### src/rtl/scale_frame_sequencer_pkg.sv
// Shared definitions for the scale-down front-end: FSM encoding and coordinate width.
package scale_frame_sequencer_pkg;

    localparam int COORD_W = 11;

    localparam logic [1:0] ST_IDLE   = 2'd0;
    localparam logic [1:0] ST_ACTIVE = 2'd1;
    localparam logic [1:0] ST_SKIP   = 2'd2;

endpackage

### src/rtl/scale_frame_sequencer_geom.sv
// frame_geom_counter: beat/line coordinates of the current beat plus line/frame-end detection
// and the line-length check; outputs describe the beat presented this cycle.
module frame_geom_counter
    import scale_frame_sequencer_pkg::*;
#(
    parameter int IN_FRAME_WIDTH  = 1080,
    parameter int IN_FRAME_HEIGHT = 720
) (
    input  logic               clk,
    input  logic               rst,
    input  logic               beat_vld,
    input  logic               beat_sof,
    input  logic               beat_eol,
    output logic [COORD_W-1:0] x,
    output logic [COORD_W-1:0] y,
    output logic               line_end,
    output logic               frame_end,
    output logic               len_err
);

    localparam logic [COORD_W-1:0] X_LAST = COORD_W'(IN_FRAME_WIDTH / 2 - 1);
    localparam logic [COORD_W-1:0] Y_LAST = COORD_W'(IN_FRAME_HEIGHT - 1);

    logic [COORD_W-1:0] x_q, x_d;
    logic [COORD_W-1:0] y_q, y_d;
    logic               at_last;

    // An SOF beat is always coordinate (0,0) and never ends a line, even with eol set.
    always_comb begin
        at_last   = (x_q == X_LAST);
        x         = beat_sof ? '0 : x_q;
        y         = beat_sof ? '0 : y_q;
        line_end  = !beat_sof && (beat_eol || at_last);
        frame_end = line_end && (y_q == Y_LAST);
        len_err   = !beat_sof && (beat_eol != at_last);
        x_d       = x_q;
        y_d       = y_q;
        if (beat_vld) begin
            if (beat_sof) begin
                x_d = COORD_W'(1);
                y_d = '0;
            end else if (line_end) begin
                x_d = '0;
                y_d = frame_end ? '0 : y_q + 1'b1;
            end else begin
                x_d = x_q + 1'b1;
            end
        end
    end

    always_ff @(posedge clk or posedge rst) begin
        if (rst) begin
            x_q <= '0;
            y_q <= '0;
        end else begin
            x_q <= x_d;
            y_q <= y_d;
        end
    end

endmodule

### src/rtl/scale_frame_sequencer.sv
// Front-end sequencer for the 2PPC 2x scale-down: frame FSM, decimation, config latch,
// registered beat/coordinate outputs and sticky geometry error flags.
module scale_frame_sequencer
    import scale_frame_sequencer_pkg::*;
#(
    parameter int P_DEPTH         = 8,
    parameter int IN_FRAME_WIDTH  = 1080,
    parameter int IN_FRAME_HEIGHT = 720,
    parameter int FCNT_W          = 16
) (
    input  logic                 clk,
    input  logic                 rst,
    input  logic                 cfg_scale_en,
    input  logic [3:0]           cfg_skip,
    input  logic                 err_clr,
    input  logic                 in_valid,
    input  logic                 in_sof,
    input  logic                 in_eol,
    input  logic [6*P_DEPTH-1:0] in_data,
    output logic                 out_valid,
    output logic [COORD_W-1:0]   out_x,
    output logic [COORD_W-1:0]   out_y,
    output logic [6*P_DEPTH-1:0] out_data,
    output logic                 scale_en,
    output logic                 frame_done,
    output logic [FCNT_W-1:0]    frame_cnt,
    output logic                 err_line_len,
    output logic                 err_frame_len
);

    logic [1:0]           state_q, state_d;
    logic [3:0]           skip_q, skip_d;
    logic                 scale_en_q, scale_en_d;
    logic [FCNT_W-1:0]    frame_cnt_q, frame_cnt_d;
    logic                 out_valid_q, out_valid_d;
    logic [COORD_W-1:0]   out_x_q, out_x_d;
    logic [COORD_W-1:0]   out_y_q, out_y_d;
    logic [6*P_DEPTH-1:0] out_data_q, out_data_d;
    logic                 frame_done_q, frame_done_d;
    logic                 err_line_q, err_line_d;
    logic                 err_frame_q, err_frame_d;

    logic                 sof_beat;
    logic                 beat_vld;
    logic [COORD_W-1:0]   geo_x, geo_y;
    logic                 geo_line_end, geo_frame_end, geo_len_err;
    logic                 emit, frame_ev;

    assign sof_beat = in_valid && in_sof;
    assign beat_vld = in_valid && ((state_q != ST_IDLE) || in_sof);

    frame_geom_counter #(
        .IN_FRAME_WIDTH  (IN_FRAME_WIDTH),
        .IN_FRAME_HEIGHT (IN_FRAME_HEIGHT)
    ) u_geom (
        .clk       (clk),
        .rst       (rst),
        .beat_vld  (beat_vld),
        .beat_sof  (sof_beat),
        .beat_eol  (in_eol),
        .x         (geo_x),
        .y         (geo_y),
        .line_end  (geo_line_end),
        .frame_end (geo_frame_end),
        .len_err   (geo_len_err)
    );

    always_comb begin
        state_d      = state_q;
        skip_d       = skip_q;
        scale_en_d   = scale_en_q;
        frame_cnt_d  = frame_cnt_q;
        emit         = 1'b0;
        frame_ev     = 1'b0;
        frame_done_d = 1'b0;
        // SOF restarts from any state; mid-frame it abandons the running frame.
        if (sof_beat) begin
            frame_ev   = (state_q != ST_IDLE);
            scale_en_d = cfg_scale_en;
            if (skip_q == 4'd0) begin
                state_d = ST_ACTIVE;
                skip_d  = cfg_skip;
                emit    = 1'b1;
            end else begin
                state_d = ST_SKIP;
                skip_d  = skip_q - 4'd1;
            end
        end else if (in_valid && (state_q != ST_IDLE)) begin
            emit = (state_q == ST_ACTIVE);
            if (geo_frame_end) begin
                state_d = ST_IDLE;
                if (emit) begin
                    frame_done_d = 1'b1;
                    frame_cnt_d  = frame_cnt_q + 1'b1;
                end
            end
        end
        out_valid_d = emit;
        out_x_d     = geo_x;
        out_y_d     = geo_y;
        out_data_d  = in_data;
        err_line_d  = (err_line_q && !err_clr) || (beat_vld && geo_len_err);
        err_frame_d = (err_frame_q && !err_clr) || frame_ev;
    end

    always_ff @(posedge clk or posedge rst) begin
        if (rst) begin
            state_q      <= ST_IDLE;
            skip_q       <= '0;
            scale_en_q   <= 1'b0;
            frame_cnt_q  <= '0;
            out_valid_q  <= 1'b0;
            out_x_q      <= '0;
            out_y_q      <= '0;
            out_data_q   <= '0;
            frame_done_q <= 1'b0;
            err_line_q   <= 1'b0;
            err_frame_q  <= 1'b0;
        end else begin
            state_q      <= state_d;
            skip_q       <= skip_d;
            scale_en_q   <= scale_en_d;
            frame_cnt_q  <= frame_cnt_d;
            out_valid_q  <= out_valid_d;
            out_x_q      <= out_x_d;
            out_y_q      <= out_y_d;
            out_data_q   <= out_data_d;
            frame_done_q <= frame_done_d;
            err_line_q   <= err_line_d;
            err_frame_q  <= err_frame_d;
        end
    end

    assign out_valid     = out_valid_q;
    assign out_x         = out_x_q;
    assign out_y         = out_y_q;
    assign out_data      = out_data_q;
    assign scale_en      = scale_en_q;
    assign frame_done    = frame_done_q;
    assign frame_cnt     = frame_cnt_q;
    assign err_line_len  = err_line_q;
    assign err_frame_len = err_frame_q;

    logic unused_ok;
    assign unused_ok = geo_line_end;

endmodule

### config.mk
export PLATFORM = sky130hd
export DESIGN_NAME = scale_frame_sequencer
export DESIGN_NICKNAME = d
export VERILOG_FILES = /design/src/rtl/scale_frame_sequencer_pkg.sv /design/src/rtl/scale_frame_sequencer_geom.sv /design/src/rtl/scale_frame_sequencer.sv
export SDC_FILE = /design/constraint.sdc
export NUM_CORES = 1
export LEC_CHECK = 0
export BUFFER_PORTS_ARGS = -buffer_cell sky130_fd_sc_hd__buf_4
export CAP_MARGIN = 20
export CORE_MARGIN = 1.5
export CORE_UTILIZATION = 45
export CTS_CLUSTER_SIZE = 12
export DETAILED_ROUTE_END_ITERATION = 12
export PLACE_DENSITY_LB_ADDON = 0.12
export SYNTH_ARGS = -nofsm -noshare
export SYNTH_HDL_FRONTEND = slang
export SYNTH_SLANG_ARGS = --single-unit
### constraint.sdc
create_clock -name clk -period 3.54 [get_ports clk]
set_clock_uncertainty 0.05 [all_clocks]
set_input_delay 0.177 -clock clk [delete_from_list [all_inputs] [get_ports clk]]
set_output_delay 0.177 -clock clk [all_outputs]
set_load 0.02 [all_outputs]
======== Word level (Yosys, flattened, before mapping) ========
Index checks and enable logic that the tools add are counted.
cells by class
  reductions and logical operators ........ 23
  multiplexer cells ....................... 20
  bitwise logic cells ..................... 1
  $add $sub $neg .......................... 4
  equality and inequality tests ........... 4
operator list
  kind                   count
  $mux 11                7
  $add 11x1->11 const B  2
  $eq 11x10->1 const B   2
  $add 16x1->16 const B  1
  $logic_and 1x1->1      9
  $mux 1                 8
  $mux 2                 4
  $reduce_bool 2->1      4
  $logic_not 4->1        1
  $logic_or 1x1->1       4
  $mux 4                 1
  $reduce_and 2->1       2
  $reduce_and 4->1       1
  $sub 4x1->4 const B    1
  $eq 2x1->1 const B     1
  $logic_not 1->1        2
  $ne 1x1->1             1
  $not 1->1              1
word-level totals
  bits of input ports ..................... 59
  bits in registers ....................... 119
  word-level logic and storage cells ...... 65

======== Longest topological paths before layout ========
  word-level depth ........................ 7
  gate-level depth with buffers ........... 10
  gate-level depth less buffers ........... 9

======== Cells and area by module ========
From an unflattened synthesis, not the netlist that was laid out.
unflattened totals
  cells, all modules ...................... 342
  area, all modules ....................... 4,367.9 µm²
by module, submodules not included
  module                 seq. area each (µm²)  cells each  times used  area each (µm²)
  scale_frame_sequencer  2,427.3               185         1           2,987.9
  frame_geom_counter     550.5                 157         1           1,380.1

======== Worst setup path before layout ========
OpenSTA, ideal clock, no wires.
  path kind ............................... register to register
  start point ............................. register u_geom.x_q[0]
  end point ............................... register u_geom.y_q[3]
  required time ........................... 3,364 ps
  data arrival time ....................... 2,070 ps
  stages on the path, launching flop included .. 10
  slack ................................... 1,293 ps
  cell sequence ........................... dfrtp_1 -> ha_1 -> nand2_1 -> nor4_1 -> nand2_1 -> ha_1 -> nor4b_4 -> a31oi_1 -> and3_1 -> a221o_1
between the ends
  cells in the longest elaborated chain, start to end .. 7
  elaborated cells on any way between the ends .. 9
RTL lines
  item                      RTL line                          source
  start: declaration        scale_frame_sequencer_geom.sv:24  logic [COORD_W-1:0] x_q, x_d;
  start signal: assignment  scale_frame_sequencer_geom.sv:53  x_q <= '0;
  start signal: assignment  scale_frame_sequencer_geom.sv:56  x_q <= x_d;
  $eq 11x10->1 (*)          scale_frame_sequencer_geom.sv:30  at_last = (x_q == X_LAST);
  $logic_or 1x1->1 (*)      scale_frame_sequencer_geom.sv:33  line_end = !beat_sof && (beat_eol || at_last);
  $logic_and 1x1->1 (*)     scale_frame_sequencer_geom.sv:33
  $logic_and 1x1->1         scale_frame_sequencer_geom.sv:34  frame_end = line_end && (y_q == Y_LAST);
  $mux 11                   scale_frame_sequencer_geom.sv:44  y_d = frame_end ? '0 : y_q + 1'b1;
  $mux 11                   scale_frame_sequencer_geom.sv:42  end else if (line_end) begin
  $mux 11                   scale_frame_sequencer_geom.sv:39  if (beat_sof) begin
  end signal: assignment    scale_frame_sequencer_geom.sv:57  y_q <= y_d;
  end: declaration          scale_frame_sequencer_geom.sv:25  logic [COORD_W-1:0] y_q, y_d;
Every way passes the cells marked *; elsewhere a longest branch is shown, timed or not. The select of a mux whose other input is x is not followed.
A chain may end at the register's enable or synchronous reset.

======== Worst setup path after layout ========
  start point ............................. register u_geom.x_q[0]
  end point ............................... register u_geom.y_q[7]
Same word-level chain as after synthesis.

==> flow_summary_export.csv <==
group,metric,value,unit
setup_path,cpMaxStageDelayCell,"or4_1",
clocking,cts_root_buf,"clkbuf_8",
global_routing,grt_overflow,0,
logic_synthesis,synth.most_common_cell,"dfrtp_1",
logic_synthesis,netlist_instances,351,
logic_synthesis,synth_area,4390,µm²
sta,max_freq,343,MHz
floorplan,ios,150,
pwr,power_switching,1.00,mW
logic_synthesis,synth_flop_cell,"dfrtp_1",
setup_path,critPathTopFamily,"simple AND/OR/NAND/NOR gates",
logic_synthesis,synth-edff-count,0,
logic_synthesis,async_flop_share,100,%
placed_design,hpwlAfterDp,6920,µm
logic_synthesis,synthTopCellsByCount,"119 x dfrtp_1, 25 x nand2_1, 24 x and2_1, 20 x nor2_1, 18 x o21ai_0",
routing,drtIter0Drc,212,
placed_design,preCtsSetupSlack,0.684,ns
logic_synthesis,ys_warn_count,0,
pwr,leakagePower,3.35,nW
clocking,clkSinkCount,119,
setup_path,crit_buf_inv,1,
floorplan,rows,35,
floorplan,die_h,102,µm
setup_path,max_stage_delay,0.52,ns
sta,setup_tns,0,ns
global_routing,grtUsageTotal,23.1,%
placed_design,gp_congestion,0.868,
sta,grt_setup_unrepaired,"no",
clocking,clk_path_buf_depth,2,
clocking,cts_resized,0,
pwr,peakVddDrop,0.360,mV
run,drv_cap,0,
sta,post-route-min-period,2.92,ns
layout,syn2layout_area_growth,55.1,%
routing,drt-pass1-iter-count,4,
sta,final_max_slew_viol_count,0,
layout,drive_above_1_share,33.3,%
logic_synthesis,syn_avg_cell_area,12.5,µm²
logic_synthesis,yosys.area.top_type,"dfrtp_1",
routing,routed_wl,11600,µm
sta,slew_headroom,41.9,%
logic_synthesis,synth_area_leaders,"dfrtp_1 68%, and2_1 3.4%, xor2_1 2.8%, nand2_1 2.1%, o21ai_0 2.1%",
global_routing,grt_pass1_vias,3565,
pwr,p_sw_share,27.3,%
routing,vias,3505,
setup_path,crit_chain,"ha_1, nand2_1, nor4_1, nand2_1, ha_1, o21ba_2, o21ai_0, clkbuf_2, or4_1, a21oi_1",
floorplan,die_area,10400,µm²
setup_path,cp-start-kind,"flop",
floorplan,core_region_area,9330,µm²
global_routing,grt_pass1_wl,18000,µm
hold_path,hp-class,"in2reg",
sta,hold_violations,0,
floorplan,die_x,102,µm
logic_synthesis,syn_nets,415,
global_routing,grt_antenna_before_repair,0,
pwr,power_frac_comb,13.2,%
sta,fin_crit_sh,82.4,%
pwr,powerDensity,538,nW/µm²
logic_synthesis,synth_top_area_share,67.9,%
setup_path,end_kind,"flop",
logic_synthesis,ys_seq_elements,119,
placed_design,io_buffers,149,
clocking,clock_latency,0.51,ns
setup_path,cp_max_fo,8,
routing,drc,0,
setup_path,path_class,"reg2reg",
clocking,h-tree-depth,4,
routing,ant_nets,0,
run_status,status,"finished clean",
setup_path,critPathArrivalTime,3.29,ns
clocking,postCtsSetupRepairBufs,0,
global_routing,grt_max_degree,82,
sta,finalWorstSetupSlack,0.622,ns
routing,wl_per_cell,16.4,µm
pwr,clock_power_share,44.3,%
setup_path,cp.required,3.91,ns
clocking,cts_made_buffers,17,
sta,tightest_slew,0.869,ns
clocking,clk_pin_slew,0.06,ns
clocking,cts_hold_buf,56,
pwr,power.internal,2.66,mW
routing,vias_per_cell,4.94,
logic_synthesis,ys_seq_area_share,67.9,%
sta,setup_viol,0,
layout,num-fill-cells,653,
pwr,p_seq_share,42.5,%
logic_synthesis,synth_cell_type_count,46,
clocking,cts_tree,"yes",
layout,antennaDiodeCount,0,
floorplan,start_util,47.0,%
layout,finalNetCount,631,
==> routing by layer <==
| metal | vias to the layer above | wire [µm] | global-route usage [%] |
|---|---|---|---|
| li1 | 1656 | - | - |
| met1 | 1689 | 4800 | 28.7 |
| met2 | 138 | 5730 | 38.8 |
| met3 | 22 | 834 | 6.14 |
| met4 | 0 | 235 | 8.87 |
| met5 | - | 0 | 0 |
==> tightest hold or removal path, stage by stage <==
cell	delay (ns)
buf_4	0.15
a21oi_1	0.13
nor2b_1	0.06
==> registers in the layout (all words and copies together) (netlist names) <==
register	flops
skip_q	4
state_q	2
frame_done	1
out_valid	1
out_y	11
scale_en	1
out_data	48
err_line_len	1
err_frame_len	1
out_x	11
frame_cnt	16
u_geom.x_q	11
u_geom.y_q	11
==> final timing paths <==
check | startpoint | end | slack, ns | depth (start not counted)
max in group asynchronous | rst | out_x[4]$_DFF_PP0_ | 2.70 | 4
max | u_geom.x_q[0]$_DFFE_PP0P_ | u_geom.y_q[7]$_DFFE_PP0P_ | 0.62 | 10
min reg2reg | frame_cnt[15]$_DFFE_PP0P_ | frame_cnt[15]$_DFFE_PP0P_ | 0.42 | 1
max reg2reg | u_geom.x_q[0]$_DFFE_PP0P_ | u_geom.y_q[7]$_DFFE_PP0P_ | 0.62 | 10
min | in_sof | out_valid$_DFF_PP0_ | 0.02 | 3
min in group asynchronous | rst | out_data[23]$_DFF_PP0_ | 0.16 | 3
==> kinds of logic after synthesis <==
kind of cell / after synthesis / share of synthesized area, %
buffers and inverters: 25 / 2.22
XOR/XNOR: 22 / 4.39
AND/OR/NAND/NOR: 133 / 17.1
flip-flops: 119 / 67.9
multiplexers: 2 / 0.485
adder cells (fa/ha/maj): 5 / 1.43
AO/OA/AOI/OAI: 45 / 6.53
==> power groups by stage <==
stage	Sequential, mW	Combinational, mW	Clock, mW
after detailed placement	1.57	0.422	0
final	1.56	0.485	1.62
after global placement	1.57	0.411	0
after CTS	1.55	0.477	1.64
after floorplan	1.61	0.194	0
after global routing	1.57	0.535	1.72
==> metrics by stage <==
step	area (µm²)	util (%)	hold slack [ns]	cells	power (mW)
finish	6810	73.0	0.0160	709	3.66
global route	6810	73.0	0.0196	709	3.83
detailed placement	5650	60.5	0.237	619	2.00
CTS	6770	72.6	0.000559	707	3.67
global placement	5650	60.5	0.236	619	1.98
floorplan	4390	-	0.158	351	1.80
==> cell type report <==
class                      count  area (µm²)  area share [%]
inverter                      14        55.1           0.809
clock buffer                  18         428            6.29
multi-input combinational    207        1310            19.3
tap                          129         161            2.37
sequential                   119        2980            43.8
clock inverter                14         139            2.04
timing repair buffer         208        1730            25.4
==> placed cells by master (no fill, tap or decap), types with 2 or more instances in the layout <==
| cell | count |
|---|---|
| inv_6 | 5 |
| clkbuf_8 | 2 |
| and4_1 | 3 |
| inv_1 | 13 |
| nand3_1 | 11 |
| nand4_2 | 2 |
| clkbuf_16 | 16 |
| and2_1 | 24 |
| clkinvlp_4 | 3 |
| and4bb_2 | 2 |
| nor4_1 | 7 |
| or3_1 | 3 |
| nand2b_1 | 4 |
| ha_1 | 5 |
| a21oi_1 | 7 |
| o31ai_1 | 2 |
| nand4_1 | 5 |
| o21ai_0 | 18 |
| dfrtp_1 | 119 |
| o22ai_1 | 2 |
| a31oi_1 | 2 |
| clkinv_4 | 3 |
| xnor2_1 | 8 |
| dlygate4sd3_1 | 56 |
| nor2_1 | 20 |
| buf_4 | 149 |
| o2111ai_1 | 2 |
| nand2_1 | 25 |
| xor2_1 | 14 |
| nor3b_1 | 2 |
| nor3_1 | 13 |
| and3_1 | 8 |
Note: power is estimated with default switching activity, not from simulation.
